$ cat src/rtl/id_ex_pipe_reg.sv
// ID/EX pipeline register.
// Captures the decoded control word and operands from the decode stage and
// presents them to the EX stage one cycle later. Flush beats stall beats load.
// An invalid slot (ValidD=0) still loads, but its side-effect controls are
// forced to zero so a bubble can never write registers or memory.
// Optional build macro: ID_EX_PERF_EN adds saturating BubbleCnt/StallCnt.
module id_ex_pipe_reg #(
  parameter int XLEN  = 32,
  parameter int RAW   = 5
`ifdef ID_EX_PERF_EN
  ,
  parameter int CNT_W = 16
`endif
) (
  input  logic            clk,
  input  logic            rst_n,
  input  logic            StallE,
  input  logic            FlushE,
  input  logic            ValidD,
  input  logic            RegWriteD,
  input  logic            MemWriteD,
  input  logic            JumpD,
  input  logic            BranchD,
  input  logic            JalrD,
  input  logic            ALUSrcD,
  input  logic [1:0]      ResultSrcD,
  input  logic [2:0]      ALUControlD,
  input  logic [2:0]      Funct3D,
  input  logic [XLEN-1:0] RD1D,
  input  logic [XLEN-1:0] RD2D,
  input  logic [XLEN-1:0] ImmExtD,
  input  logic [XLEN-1:0] PCD,
  input  logic [XLEN-1:0] PCPlus4D,
  input  logic [RAW-1:0]  Rs1D,
  input  logic [RAW-1:0]  Rs2D,
  input  logic [RAW-1:0]  RdD,
  output logic            RegWriteE,
  output logic            MemWriteE,
  output logic            JumpE,
  output logic            BranchE,
  output logic            JalrE,
  output logic            ALUSrcE,
  output logic [1:0]      ResultSrcE,
  output logic [2:0]      ALUControlE,
  output logic [2:0]      Funct3E,
  output logic [XLEN-1:0] RD1E,
  output logic [XLEN-1:0] RD2E,
  output logic [XLEN-1:0] ImmExtE,
  output logic [XLEN-1:0] PCE,
  output logic [XLEN-1:0] PCPlus4E,
  output logic [RAW-1:0]  Rs1E,
  output logic [RAW-1:0]  Rs2E,
  output logic [RAW-1:0]  RdE,
  output logic            ValidE
`ifdef ID_EX_PERF_EN
  ,
  output logic [CNT_W-1:0] BubbleCnt,
  output logic [CNT_W-1:0] StallCnt
`endif
);

  // All-zero word is the NOP bubble, so reset and flush share one encoding.
  typedef struct packed {
    logic            reg_write;
    logic            mem_write;
    logic            jump;
    logic            branch;
    logic            jalr;
    logic            alu_src;
    logic [1:0]      result_src;
    logic [2:0]      alu_control;
    logic [2:0]      funct3;
    logic [XLEN-1:0] rd1;
    logic [XLEN-1:0] rd2;
    logic [XLEN-1:0] imm_ext;
    logic [XLEN-1:0] pc;
    logic [XLEN-1:0] pc_plus4;
    logic [RAW-1:0]  rs1;
    logic [RAW-1:0]  rs2;
    logic [RAW-1:0]  rd;
    logic            valid;
  } ex_word_t;

  ex_word_t r_word;
  ex_word_t w_load;
  ex_word_t w_next;

  // Build the word to load from D, masking side-effect controls of invalid slots.
  always_comb begin
    w_load             = '0;
    w_load.reg_write   = RegWriteD & ValidD;
    w_load.mem_write   = MemWriteD & ValidD;
    w_load.jump        = JumpD     & ValidD;
    w_load.branch      = BranchD   & ValidD;
    w_load.jalr        = JalrD     & ValidD;
    w_load.alu_src     = ALUSrcD;
    w_load.result_src  = ResultSrcD;
    w_load.alu_control = ALUControlD;
    w_load.funct3      = Funct3D;
    w_load.rd1         = RD1D;
    w_load.rd2         = RD2D;
    w_load.imm_ext     = ImmExtD;
    w_load.pc          = PCD;
    w_load.pc_plus4    = PCPlus4D;
    w_load.rs1         = Rs1D;
    w_load.rs2         = Rs2D;
    w_load.rd          = RdD;
    w_load.valid       = ValidD;
  end

  // Select next E contents: flush wins over stall, stall wins over load.
  always_comb begin
    w_next = w_load;
    if (FlushE) begin
      w_next = '0;
    end else if (StallE) begin
      w_next = r_word;
    end else begin
      w_next = w_load;
    end
  end

  // E-stage register with asynchronous clear to the bubble word.
  always_ff @(posedge clk or negedge rst_n) begin
    if (!rst_n) begin
      r_word <= '0;
    end else begin
      r_word <= w_next;
    end
  end

  assign RegWriteE   = r_word.reg_write;
  assign MemWriteE   = r_word.mem_write;
  assign JumpE       = r_word.jump;
  assign BranchE     = r_word.branch;
  assign JalrE       = r_word.jalr;
  assign ALUSrcE     = r_word.alu_src;
  assign ResultSrcE  = r_word.result_src;
  assign ALUControlE = r_word.alu_control;
  assign Funct3E     = r_word.funct3;
  assign RD1E        = r_word.rd1;
  assign RD2E        = r_word.rd2;
  assign ImmExtE     = r_word.imm_ext;
  assign PCE         = r_word.pc;
  assign PCPlus4E    = r_word.pc_plus4;
  assign Rs1E        = r_word.rs1;
  assign Rs2E        = r_word.rs2;
  assign RdE         = r_word.rd;
  assign ValidE      = r_word.valid;

`ifdef ID_EX_PERF_EN
  logic [CNT_W-1:0] r_bubble_cnt;
  logic [CNT_W-1:0] r_stall_cnt;

  // Increment that sticks at all-ones instead of wrapping.
  function automatic logic [CNT_W-1:0] sat_inc(input logic [CNT_W-1:0] v);
    if (&v) begin
      return v;
    end else begin
      return v + {{(CNT_W-1){1'b0}}, 1'b1};
    end
  endfunction

  // Count flush bubbles and effective stall cycles (a stall under flush is not a stall).
  always_ff @(posedge clk or negedge rst_n) begin
    if (!rst_n) begin
      r_bubble_cnt <= '0;
      r_stall_cnt  <= '0;
    end else begin
      if (FlushE) begin
        r_bubble_cnt <= sat_inc(r_bubble_cnt);
      end else begin
        r_bubble_cnt <= r_bubble_cnt;
      end
      if (StallE && !FlushE) begin
        r_stall_cnt <= sat_inc(r_stall_cnt);
      end else begin
        r_stall_cnt <= r_stall_cnt;
      end
    end
  end

  assign BubbleCnt = r_bubble_cnt;
  assign StallCnt  = r_stall_cnt;
`endif

endmodule

$ cat config.mk
export PLATFORM = sky130hd
export DESIGN_NAME = id_ex_pipe_reg
export DESIGN_NICKNAME = d
export VERILOG_FILES = /design/src/rtl/id_ex_pipe_reg.sv
export SDC_FILE = /design/constraint.sdc
export NUM_CORES = 1
export LEC_CHECK = 0
export BUFFER_PORTS_ARGS = -buffer_cell sky130_fd_sc_hd__buf_4
export CORE_AREA = 2 2 148 150
export CTS_CLUSTER_DIAMETER = 50
export DETAILED_ROUTE_END_ITERATION = 6
export DIE_AREA = 0 0 150 152
export GPL_TIMING_DRIVEN = 0
export PLACE_DENSITY = 0.66
export SYNTH_ARGS = -nofsm -noshare
export SYNTH_HDL_FRONTEND = slang
export SYNTH_SLANG_ARGS = --single-unit
$ cat constraint.sdc
create_clock -name clk -period 1.4 [get_ports clk]
set_input_delay 0.21 -clock clk [delete_from_list [all_inputs] [get_ports clk]]
set_output_delay 0.21 -clock clk [all_outputs]
set_load 0.05 [all_outputs]
* Word level (Yosys, flattened, before mapping)
Index checks and enable logic that the tools add are counted.
** Operators by class
- Equality and inequality tests :: 1
- Bitwise operators :: 5
- Mux-type cells :: 2
** Operator list (number)
- $mux 190 :: 2
- $and 1x1->1 :: 5
- $ne 2x1->1 const B :: 1
** Word-level totals
- Register bits :: 190
- Word-level logic and storage cells :: 26
- Output and inout port bits :: 190

* Logic depth before layout (Yosys ltp)
- Word-level depth :: 3
- Mapped depth :: 5
- Depth with buffers taken out :: 2

* Worst setup path before layout
No wires, ideal clock.
- Kind :: input -> register
- Start point :: in StallE
- End point :: reg r_word (netlist bit ImmExtE[0])
- Arrival :: 0.877 ns
- Buffers on the path :: 3
- Slack :: 0.392 ns
- Data required time :: 1.268 ns
- Setup time :: 0.132 ns
- Cell stages on the path :: 5
- Cell sequence :: buf_4 > buf_8 > buf_8 > mux2i_1 > nor2_1
** On the way
- Longest elaborated chain between the ends :: 1
** Ends and longest elaborated chain
- start, declared :: line 17 : input logic StallE,
- $ne 2x1->1 (no line)
- end signal, assigned :: line 128 : r_word <= w_next;
- end, declared :: line 84 : ex_word_t r_word;
Every way passes these cells.
A chain may end at the register's enable or synchronous reset.

* Final worst setup path
- Start point :: reg r_word (netlist bit RD2E[21])
- End point :: out RD2E[21]
** RTL lines
- end, declared :: line 47 : output logic [XLEN-1:0] RD2E,
No word-level cell between the ends.

==> results list <==
- Entering global routing, the biggest net connects 103 pins.
* Complex-gate fraction of the synthesized area: 0.323%
- Traced cell by cell, the critical path runs through buf_4.
* Die width: about 150 µm
- Max frequency: 0.803 GHz
- The setup check on the worst reg-to-reg path leaves a slack of ~0.64 ns.
- In this run, distinct cell masters in the synthesized netlist total 12.
* Main combinational cell family by area after synthesis: multiplexers
* Violation count after the first detailed-routing iteration: 199
* Number of setup buffers added after CTS: 0
- Detail Placement HPWL: approximately 17000 µm
* TritonCTS clock tree: built
* Worst slew margin: approximately three fifths
* CP Capture Type: output port
* Final hold violation count: 0
* Max Fanout on Critical Path: 2
* Share of post-route cells with drive strength above 1: ~42%
- The cell sitting at the root of the clock tree is a clkbuf_16.
- CP Buf/Inv Count: 1
* Vertical die dimension: approximately 150 µm
* Synthesized-area fraction occupied by adder cells: 0%
* Detailed-route wire length: approximately 22000 µm
- Accumulated negative setup slack: 0 ns
* Antenna viol nets, final: 0
- Net count, final: roughly 1200
* Relative area change from synthesis to final layout: 49.9%
* CP Launch Type: register
* Global-route wire length before repair: roughly 34000 µm
- Summed over all cells, the static leakage comes to roughly 6.4 nW.
* Netlist Area Pre-Place: 0.00774 mm²
- The first detailed-routing pass took 4 iterations.
- Global-route congestion overflow total: 0
- The die covers 0.0228 mm².
- Worst stage delay on the critical path: a little over 0.4 ns
- Across all layers, the routed design uses 6036 vias.
- Number of rows created at floorplan: 54
- DRC Markers: 0
* Most common cell after layout, fill and taps aside: buf_4
* Global-route total usage across every layer: between 10% and 20%
* Count of buffers inserted at the top-level ports: around 380
- Counting flops and latches in the post-synthesis netlist gives 190.
- Clock tree synthesis inserted a total of 17 buffers.
- Once the floorplan was initialized, standard cells occupied 36.2% of the core.
* Class of the worst hold path: input pin to register
- Number of instances in the synthesized netlist: between 600 and 700
- For the final database, setup skew stands at 0 ns.
- Across the run, the number of max-cap violations was 0.
- Clock slew at the register clock pins of the worst setup and hold paths: around 0.08 ns
* Worst Path Required: between 1 and 1.5 ns
- Cells after DPL: roughly 1300
- Category of cells accounting for the largest share of critical-path delay: flip-flops
- Routed WL per cell: about 17 µm
- Boundary pin count: 384
- Post-Synth XOR/XNOR Area: 0%
* Number of antenna violations at the first check in global routing: 0
* Minimum clock period after layout: between 1 and 1.5 ns
* RSZ-0062 raised after global routing: false
- Number of setup violations in the final report: 0
* Post-route total power: about 14 mW
- Outcome: finished clean
* Via count of the first global-routing pass: 6273
* Post-Route Hold Slack: approximately 0.017 ns
- In this run the number of H-tree levels came out at 4.
* Slew at the pin with the worst max-slew slack: 0.573 ns
- Among all stages on the critical path, the largest delay is contributed by dfrtp_1.
* Leading cell types in the layout, fill and taps excluded: 386 x buf_4, 190 x dfrtp_1, 185 x mux2i_1, 185 x nor2_1
- After layout, the worst path uses between 80 and 90% of the clock period.
- Multiplexer share of the synthesized area: about a quarter
- Average footprint of a synthesized cell: between 10 and 15 µm²
- Excluding fillers, the count of instances in the completed layout stands at ~1300.
- The clock passes through at most 2 buffers.
- For this run, the number of Yosys warnings is 0.
- Routed vias/inst: around 4.6
* CTS Sinks: 190
- Clock latency on the worst-skew pair: approximately 0.43 ns
* Fraction of the yosys area taken by sequential cells: 61.4%
* Diodes inserted: 0
- Worst path arrival time: ~1.0 ns
- Power spread over the standard cell area amounts to roughly 1200 mW/mm².
- The number of slew-limit violations in the final report is 0.
* Simple-gate share of the synthesized area: roughly a tenth
- The number of nets handed over by synthesis was approximately 810.
- Routability-driven placement finished with a final weighted congestion of roughly 0.77.
- Core area: around 0.021 mm²
- VDD IR max: roughly 740 µV
- Category of the critical setup timing path: register to output port
==> stage by stage <==
stage	utilization [%]	cell area [µm²]	setup slack, ns
floorplan	-	7740	0.392
global placement	51.3	10900	-1.24
detailed placement	51.4	11000	-0.0312
CTS	54.3	11600	0.0364
global route	54.3	11600	0.0393
finish	54.3	11600	0.154
==> final timing paths <==
kind,startpoint,to,cells after the start
max,RD2E[21],RD2E[21],1
min,Funct3D[0],Funct3E[0],3
max reg2reg,PCE[14],PCE[14],2
min reg2reg,PCPlus4E[8],PCPlus4E[8],2
max in group asynchronous,rst_n,RD1E[17],3
min in group asynchronous,rst_n,PCE[13],2
==> state kept, by name (all words and copies together) (netlist names) <==
signal / flops
ResultSrcE: 2
RD1E: 32
JalrE: 1
Rs1E: 5
PCPlus4E: 32
ValidE: 1
Rs2E: 5
RegWriteE: 1
ImmExtE: 32
MemWriteE: 1
ALUControlE: 3
JumpE: 1
PCE: 32
BranchE: 1
RdE: 5
ALUSrcE: 1
RD2E: 32
Funct3E: 3
==> cell usage after synthesis <==
library cell	n	share of area (%)
dfrtp_1	190	61
mux2i_1	185	24
nor2_1	185	9.0
clkbuf_1	16	0.78
buf_8	11	2.1
buf_4	6	0.58
buf_6	6	0.87
a21oi_1	5	0.32
nand2_1	5	0.24
nand3b_1	5	0.49
buf_2	3	0.19
buf_1	1	0.048
==> final cells by class <==
class                   instances  area, µm²
fillers                      1959       9750
clock inverters                12        115
plain buffers                  43        357
multi-input cells             385       2630
clock buffers                  20        457
repair buffers                386       2940
well taps                     280        350
flip-flops and latches        190       4750
==> routing by layer <==
metal / global-route usage [%] / wire [µm] / up-vias
met5: 0 / 0 / -
met4: 7.55 / 558 / 0
met3: 5.80 / 1720 / 34
met2: 33.8 / 11500 / 234
met1: 22.5 / 8630 / 2906
li1: - / - / 2862
==> where the power goes <==
part | internal [mW] | switching [mW] | total (mW) | leakage, nW
sequential | 5.79 | 0.176 | 5.97 | 2.52
combinational | 1.14 | 1.90 | 3.03 | 3.58
clock | 2.46 | 2.31 | 4.77 | 0.284
total | 9.39 | 4.38 | 13.8 | 6.39
==> kinds of logic after synthesis <==
logic type | after synthesis
multiplexers | 185
buffers and inverters | 43
flip-flops | 190
AND/OR/NAND/NOR | 195
AO/OA/AOI/OAI | 5
==> what timing repair did <==
action / 4_1_cts / 5_1_grt
endpoints found under the setup margin: 0 / 89
hold buffers: 4 / 0
gates resized for setup: 0 / 1
endpoints found under the hold margin: 104 / 0
Power figures use the tool's default switching activity.
